$ cat src/rtl/bsg_test_node_client.sv
// bsg_test_node_client: FSB ring trace-replay client executing WRITE/READ/ECHO commands with a 2-entry response FIFO
// Ports: clk_i, reset_n_i (async active-low), en_i; command side v_i/data_i/ready_o;
//        response side v_o/data_o/yumi_i (late consume); error_o (sticky), rx_count_o.
// Optional: define BSG_TEST_NODE_CLIENT_STATS_EN to make opcode 3 (STATS) legal.
module bsg_test_node_client #(
    parameter int ring_width_p = 80,
    parameter int master_id_p  = 0,
    parameter int client_id_p  = 1,
    parameter int els_p        = 16
) (
    input  logic                    clk_i,
    input  logic                    reset_n_i,
    input  logic                    en_i,
    input  logic                    v_i,
    input  logic [ring_width_p-1:0] data_i,
    output logic                    ready_o,
    output logic                    v_o,
    output logic [ring_width_p-1:0] data_o,
    input  logic                    yumi_i,
    output logic                    error_o,
    output logic [15:0]             rx_count_o
);
    localparam int pw = ring_width_p - 16;
    localparam int aw = els_p > 1 ? $clog2(els_p) : 1;

    logic [3:0]              dest, op, resp_op;
    logic [7:0]              addr;
    logic [pw-1:0]           cmd_data, rdata, resp_data, stats_data;
    logic [pw-1:0]           mem [els_p];
    logic [ring_width_p-1:0] fifo [2];
    logic                    hd, accept, dest_ok, addr_ok, mem_op, bad, enq, err_ev, wr;
    logic [1:0]              cnt;

    assign {dest, op, addr, cmd_data} = data_i;

`ifdef BSG_TEST_NODE_CLIENT_STATS_EN
    localparam logic [3:0] max_op = 4'd3;
    logic [7:0] err_cnt;
    assign stats_data = pw'({err_cnt, rx_count_o});
    always_ff @(posedge clk_i or negedge reset_n_i)
        if (!reset_n_i)
            err_cnt <= '0;
        else if (err_ev && err_cnt != 8'hFF)
            err_cnt <= err_cnt + 8'd1;
`else
    localparam logic [3:0] max_op = 4'd2;
    assign stats_data = '0;
`endif

    // ready_o deliberately ignores yumi_i to keep the consumer off the accept path
    assign ready_o = reset_n_i & en_i & (cnt != 2'd2);
    assign v_o     = cnt != 2'd0;
    assign data_o  = fifo[hd];

    always_comb begin
        accept    = v_i & ready_o;
        dest_ok   = dest == 4'(client_id_p);
        addr_ok   = {1'b0, addr} < 9'(els_p);
        mem_op    = op == 4'd0 || op == 4'd1;
        bad       = op > max_op || (mem_op && !addr_ok);
        rdata     = mem[addr[aw-1:0]];
        resp_op   = bad ? 4'hF : op | 4'h8;
        resp_data = bad ? pw'(op) : op == 4'd0 ? '0 : op == 4'd1 ? rdata : op == 4'd2 ? cmd_data + 1'b1 : stats_data;
        enq       = accept & dest_ok;
        err_ev    = accept & (!dest_ok | bad);
        wr        = enq & op == 4'd0 & addr_ok;
    end

    always_ff @(posedge clk_i or negedge reset_n_i)
        if (!reset_n_i) begin
            hd         <= 1'b0;
            cnt        <= 2'd0;
            error_o    <= 1'b0;
            rx_count_o <= '0;
            for (int i = 0; i < els_p; i++) mem[i] <= '0;
        end else begin
            if (accept) rx_count_o <= rx_count_o + 16'd1;
            if (err_ev) error_o <= 1'b1;
            if (wr) mem[addr[aw-1:0]] <= cmd_data;
            if (yumi_i) hd <= ~hd;
            cnt <= cnt + 2'(enq) - 2'(yumi_i);
        end

    // tail slot is head+count; a full FIFO never enqueues, so count[0] suffices
    always_ff @(posedge clk_i)
        if (enq) fifo[hd ^ cnt[0]] <= {4'(master_id_p), resp_op, addr, resp_data};
endmodule

$ cat config.mk
export PLATFORM = sky130hd
export DESIGN_NAME = bsg_test_node_client
export DESIGN_NICKNAME = d
export VERILOG_FILES = /design/src/rtl/bsg_test_node_client.sv
export SDC_FILE = /design/constraint.sdc
export NUM_CORES = 2
export LEC_CHECK = 0
export ABC_AREA = 1
export CORE_MARGIN = 1.5
export CORE_UTILIZATION = 50
export DETAILED_ROUTE_END_ITERATION = 6
export MAX_ROUTING_LAYER = met4
export PLACE_DENSITY = 0.67
export SLEW_MARGIN = 0
export SYNTH_ARGS = -nofsm -noshare
export SYNTH_HDL_FRONTEND = slang
export SYNTH_SLANG_ARGS = --single-unit
$ cat constraint.sdc
create_clock -name clk_i -period 6.75 [get_ports clk_i]
set_input_delay 0.675 -clock clk_i [delete_from_list [all_inputs] [get_ports clk_i]]
set_output_delay 0.675 -clock clk_i [all_outputs]
set_load 0.005 [all_outputs]
Word-level counts from Yosys, hierarchy flattened
Memories as Yosys holds them, arrays and structs flattened.
Index checks and enable logic that the tools add are counted.
W data, S select, Z words.
{"block": "totals", "reg_bits": 1044, "mem_bits_rw": 150, "inputBits": 85, "out_inout_bits": 99, "elab_cells": 65, "n_memories": 1}
{"name": "fifo", "words": 2, "width": 75, "read_ports": 1, "rd_ports_with_merged_regs": 0, "wr": 1, "line": "30", "text": "logic [ring_width_p-1:0] fifo [2];"}
{"block": "classes", "add_sub_neg": 4, "magnitude_cmp": 4, "eq_ne": 4, "n_mux": 13, "bitwise": 11, "reduce_logical": 8}
{"operator": "$bwmux W1024", "count": 1}
{"operator": "$mux W64", "count": 7}
{"operator": "$bmux W64 S4", "count": 1}
{"operator": "$demux W64 S4", "count": 1}
{"operator": "$add A64 B1 Y64 const B", "count": 1}
{"operator": "$add A16 B1 Y16 const B", "count": 1}
{"operator": "$eq A4 B1 Y1 const B", "count": 2}
{"operator": "$lt A8 B5 Y1 const B", "count": 1}
{"operator": "$and A1 B1 Y1", "count": 7}
{"operator": "$ge A5 B5 Y1 const B", "count": 1}
{"operator": "$lt A5 B1 Y1 const B", "count": 1}
{"operator": "$not A4 Y5", "count": 1}
{"operator": "$eq A4 B2 Y1 const B", "count": 1}
{"operator": "$gt A4 B2 Y1 const B", "count": 1}
{"operator": "$logic_not A4 Y1", "count": 1}
{"operator": "$mux W3", "count": 1}
{"operator": "$add A2 B1 Y2", "count": 1}
{"operator": "$logic_and A1 B1 Y1", "count": 2}
{"operator": "$logic_not A1 Y1", "count": 2}
{"operator": "$logic_or A1 B1 Y1", "count": 2}
{"operator": "$mux W1", "count": 2}
{"operator": "$ne A2 B2 Y1 const B", "count": 1}
{"operator": "$reduce_bool A2 Y1", "count": 1}
{"operator": "$sub A2 B1 Y2", "count": 1}
{"operator": "3 further kinds", "count": 3}

Depth between registers and ports, before layout
{"block": "depth", "word_depth": 7, "depth_mapped": 16, "mapped_depth_nobuf": 12}

Worst setup path after synthesis
OpenSTA, ideal clock, no wires.
{"block": "synth_path", "kind": "input-to-reg", "start": "input port data_i[79]", "end": "memory fifo[0][0] (netlist bit) (enable)", "t_arrival_ns": 4.268, "required_time_ns": 6.241, "setup_slack_ns": 1.972, "stages": 5, "path_buffers": 0, "cell_sequence": "nor2_1 > nand3b_1 > nor2_4 > inv_1 > nor2_1"}
{"block": "synth_via", "elab_chain_cells": 4}
{"item": "from (decl)", "line": "15", "text": "input logic [ring_width_p-1:0] data_i,"}
{"item": "$eq A4 B1 Y1", "line": "57", "text": "dest_ok = dest == 4'(client_id_p);"}
{"item": "$and A1 B1 Y1", "line": "64", "text": "enq = accept & dest_ok;"}
{"item": "$mux W1", "line": "86", "text": "if (enq) fifo[hd ^ cnt[0]] <= {4'(master_id_p), resp_op, addr, resp_data};"}
{"item": "$mux W1 (not written as such)", "line": "86"}
{"item": "to (decl)", "line": "30"}
No other way between the ends.

Worst setup path after layout
{"block": "layout_path", "start": "register hd", "end": "output port data_o[38]"}
{"block": "layout_via", "elab_chain_cells": 1}
{"item": "from (decl)", "line": "31", "text": "logic hd, accept, dest_ok, addr_ok, mem_op, bad, enq, err_ev, wr;"}
{"item": "from (signal assigned)", "line": "80", "text": "if (yumi_i) hd <= ~hd;"}
{"item": "$mem_v2 Z2 W75"}
{"item": "to (decl)", "line": "18", "text": "output logic [ring_width_p-1:0] data_o,"}
No other way between the ends.

==> summary.md <==
The post-synthesis instance total is 7063. STA classifies the critical path startpoint as a flop. The tools report the cell row count as 122.

Summed over all layers, the global routing overflow is 0. After layout, the worst setup slack is 2800 ps. In this run the vertical extent of the chip is 337 µm.

For the number of buffers created by CTS, the log shows 132. The met2 usage in global routing is 48.7%, and the maximum clock frequency is 253 MHz. The die covers 114000 µm². The global-route track usage on met1 was 46.5%. At the later pin of the worst-skew pair, clock insertion delay measures 770 ps. In this run the horizontal extent of the chip is 337 µm. The fraction of registers with async set or reset after synthesis is 87.4%, and the met3 usage is 7.21%.

DRC marker count from the first detailed-route iteration: 5521. In this run the power density over the cells is 258 nW/µm². For this block, the routed nets add up to 183 mm of wire.

The fraction of final layout cells with drive strength greater than 1 works out to 5.51%. A synthesized cell averages 7.90 µm². Counting along the longest clock path gives a buffer depth of 3.

The signal on the critical path passes through buf_4 -> mux2_2 -> clkdlybuf4s50_1. The half-perimeter wire length after placement is 109 mm. The area growth from synthesis to layout was 12.0%; the number of buffer and inverter stages on the critical path was 2. The total setup violations reported at the end of the flow is 0.

In this run, synthesis produced a sequential element count of 1194. The transition at the pin with the smallest max-transition slack is 1300 ps, and the worst voltage drop across the vdd grid is 0.257 mV. The count of nets left with antenna violations once routing finished came out at 0. Dividing the detail-routed wire length by the instance count gives 21.4 µm. The worst hold path belongs to the class in -> reg.

The logs give 54.9% for the sequential area share after synthesis and 279 mm for the global-route wire length before repair. The tree is rooted in a sky130_fd_sc_hd__clkbuf_16. The leading cell type in the layout, fill and taps excluded was sky130_fd_sc_hd__nand2_1.

The worst setup path is of the reg -> out kind. The busiest layer in global routing was met2. Across all layers, the routed design uses 48158 vias. For this run, the leading register cell type out of synthesis is sky130_fd_sc_hd__dfrtp_1. Of all nets on the critical path, the largest fanout is 41. The congestion estimate from routability-driven global placement came to 1.05.

The finished layout holds 8547 standard cells, fillers aside. Summed over all failing endpoints, the final setup total negative slack is 0 ps. The slowest stage of the critical path belongs to the cell sky130_fd_sc_hd__dfrtp_4.

Across all hold checks on the routed design, the worst slack comes to 308 ps. The leakage power summed over all cells was 29.1 nW; the number of synthesized flops with an enable pin was 150. The number of violations of the max-capacitance limit was 0. The number of levels the H-tree was split into was 4; the number of port buffers was 178.

The core region is 111000 µm². The netlist area before placement was 55800 µm². The number of antenna violations at the first check in global routing is 2. OpenSTA, run right after detailed placement, puts the worst setup slack at 2440 ps. Pin placement for this block handled 184 I/O pins.

The final hold violation count is 0, and the data arrival time of the critical path is 3270 ps. TritonCTS built the clock tree. Entering global routing, the biggest net connects 176 pins.

For this run, design rule violations remaining after detail routing come to 0. For the count of distinct cell types in the synthesized netlist, the log shows 35. The Yosys step of the flow raised 0 warnings. The maximum clock skew at final layout is 20.9 ps.

The net count of the finished layout was 7035. Counting the fill cells in the layout gives 10213. The count of final max-slew check failures is 0, and the remaining max-slew budget at the tightest pin is 13.1%.

The flow ran to the end, and the final reports show no timing, DRC or antenna violations. Shortest clock period the worst path allows after layout: 3950 ps. For this run, the slowest stage of the critical path takes 810 ps. Using the TritonRoute via totals, the vias-per-cell ratio works out to 5.63.

The top cell types in the final layout, fill and taps aside, are sky130_fd_sc_hd__nand2_1, sky130_fd_sc_hd__o21ai_0, sky130_fd_sc_hd__dfrtp_1. Dividing the final minimum period by the clock period gives 58.5%. STA puts the critical path data required time at 6070 ps. The clock input transition at the sequential cells of the worst setup and hold paths was 60 ps.

Broken down by cell family, the worst path's largest delay share belongs to buffers and inverters. The run gives 50.4% as the initial cell density of the core. For this run, the detailed router's first-pass iteration total came to 6. Via count of the first global-routing pass: 44930. Setup repair after global routing left no endpoint under its margin.

STA classifies the critical path endpoint as an output pin. The CTS sink count was 1194. Global routing used 33.4% of the available tracks.

The count of placed standard cells including taps was 8299.
-- synthesized netlist by cell type, types with 15 or more instances --
master | number | area (µm²)
sky130_fd_sc_hd__buf_4 | 16 | 120
sky130_fd_sc_hd__nand3_1 | 97 | 485
sky130_fd_sc_hd__clkbuf_1 | 245 | 920
sky130_fd_sc_hd__nand4_1 | 30 | 188
sky130_fd_sc_hd__a21oi_1 | 20 | 100
sky130_fd_sc_hd__inv_1 | 293 | 1100
sky130_fd_sc_hd__dfrtp_1 | 1044 | 26100
sky130_fd_sc_hd__edfxtp_1 | 150 | 4500
sky130_fd_sc_hd__nand2_1 | 2372 | 8900
sky130_fd_sc_hd__o22ai_1 | 44 | 275
sky130_fd_sc_hd__mux2_2 | 75 | 845
sky130_fd_sc_hd__nor2_1 | 1031 | 3870
sky130_fd_sc_hd__o21ai_1 | 22 | 110
sky130_fd_sc_hd__o21ai_0 | 1329 | 6650
sky130_fd_sc_hd__buf_2 | 203 | 1020
sky130_fd_sc_hd__buf_1 | 29 | 109
sky130_fd_sc_hd__xor2_1 | 15 | 131
-- flip-flops by register name, indices dropped and copies added, names as in the netlist --
name and cells:
hd 1, fifo 150, rx_count_o 16, mem 1024
error_o 1, cnt 2
-- layout make-up --
cell class | instances | area (µm²) | area share, %
clock buffer | 207 | 4020 | 6.42
antenna | 4 | 10.0 | 0.0160
tap | 1488 | 1860 | 2.98
timing repair buffer | 247 | 2460 | 3.94
sequential | 1194 | 30600 | 49.0
clock inverter | 36 | 353 | 0.564
inverter | 297 | 1130 | 1.81
multi-input combinational | 5074 | 22000 | 35.3
-- what timing repair did --
item	in CTS	in global routing
hold buffers	1	0
setup endpoints to repair	0	0
gates resized for setup	0	0
endpoints found under the hold margin	1	0
setup buffers	0	0
-- worst paths after layout --
kind / startpoint / end / slack [ps] / depth (start not counted)
max: hd / data_o[38] / 2800 / 3
min in group asynchronous: reset_n_i / mem[301] / 360 / 2
min: data_i[65] / fifo[0][65] / 310 / 1
min reg2reg: mem[876] / mem[876] / 480 / 2
max reg2reg: cnt[0] / mem[764] / 3400 / 10
max in group asynchronous: reset_n_i / mem[438] / 3420 / 5
-- per-stage QoR --
stage / power, mW / utilization [%] / cell area, µm²
floorplan: 8.24 / - / 55800
global placement: 8.96 / 52.5 / 58100
detailed placement: 8.97 / 52.5 / 58100
CTS: 16.2 / 56.5 / 62500
global route: 16.6 / 56.5 / 62500
finish: 16.1 / 56.5 / 62500
-- worst reg2reg max path, delay by kind of cell (launching register included) --
kind                   cells  cell delay, ps
DFF                        1             380
AOI/OAI and AO/OA          1              80
buffers and inverters      2             680
and+or+nand+nor            7            2050
-- metal layers --
layer  up-vias  wire length, µm
met5         -                0
met4         0             6030
met3       404            18900
met2      2304            79200
met1     23177            79000
li1      22273                -
-- logic make-up (layout without fill, tap and decap cells) --
| logic type | after synthesis | in the layout | synth area share, % |
|---|---|---|---|
| simple gates | 3550 | 3550 | 24.4 |
| compound gates | 1417 | 1417 | 12.8 |
| buf+inv | 798 | 787 | 5.96 |
| flops | 1194 | 1194 | 54.9 |
| fa+ha+maj | 4 | 4 | 0.0897 |
| xor+xnor | 23 | 23 | 0.361 |
| other cells | 2 | 9 | 0.0135 |
| mux | 75 | 75 | 1.51 |
-- power breakdown --
group	switching, mW	internal (mW)
clock network	3.00	4.26
registers	0.0766	7.30
logic	0.983	0.485
total	4.06	12.0
Power figures use the tool's default switching activity.
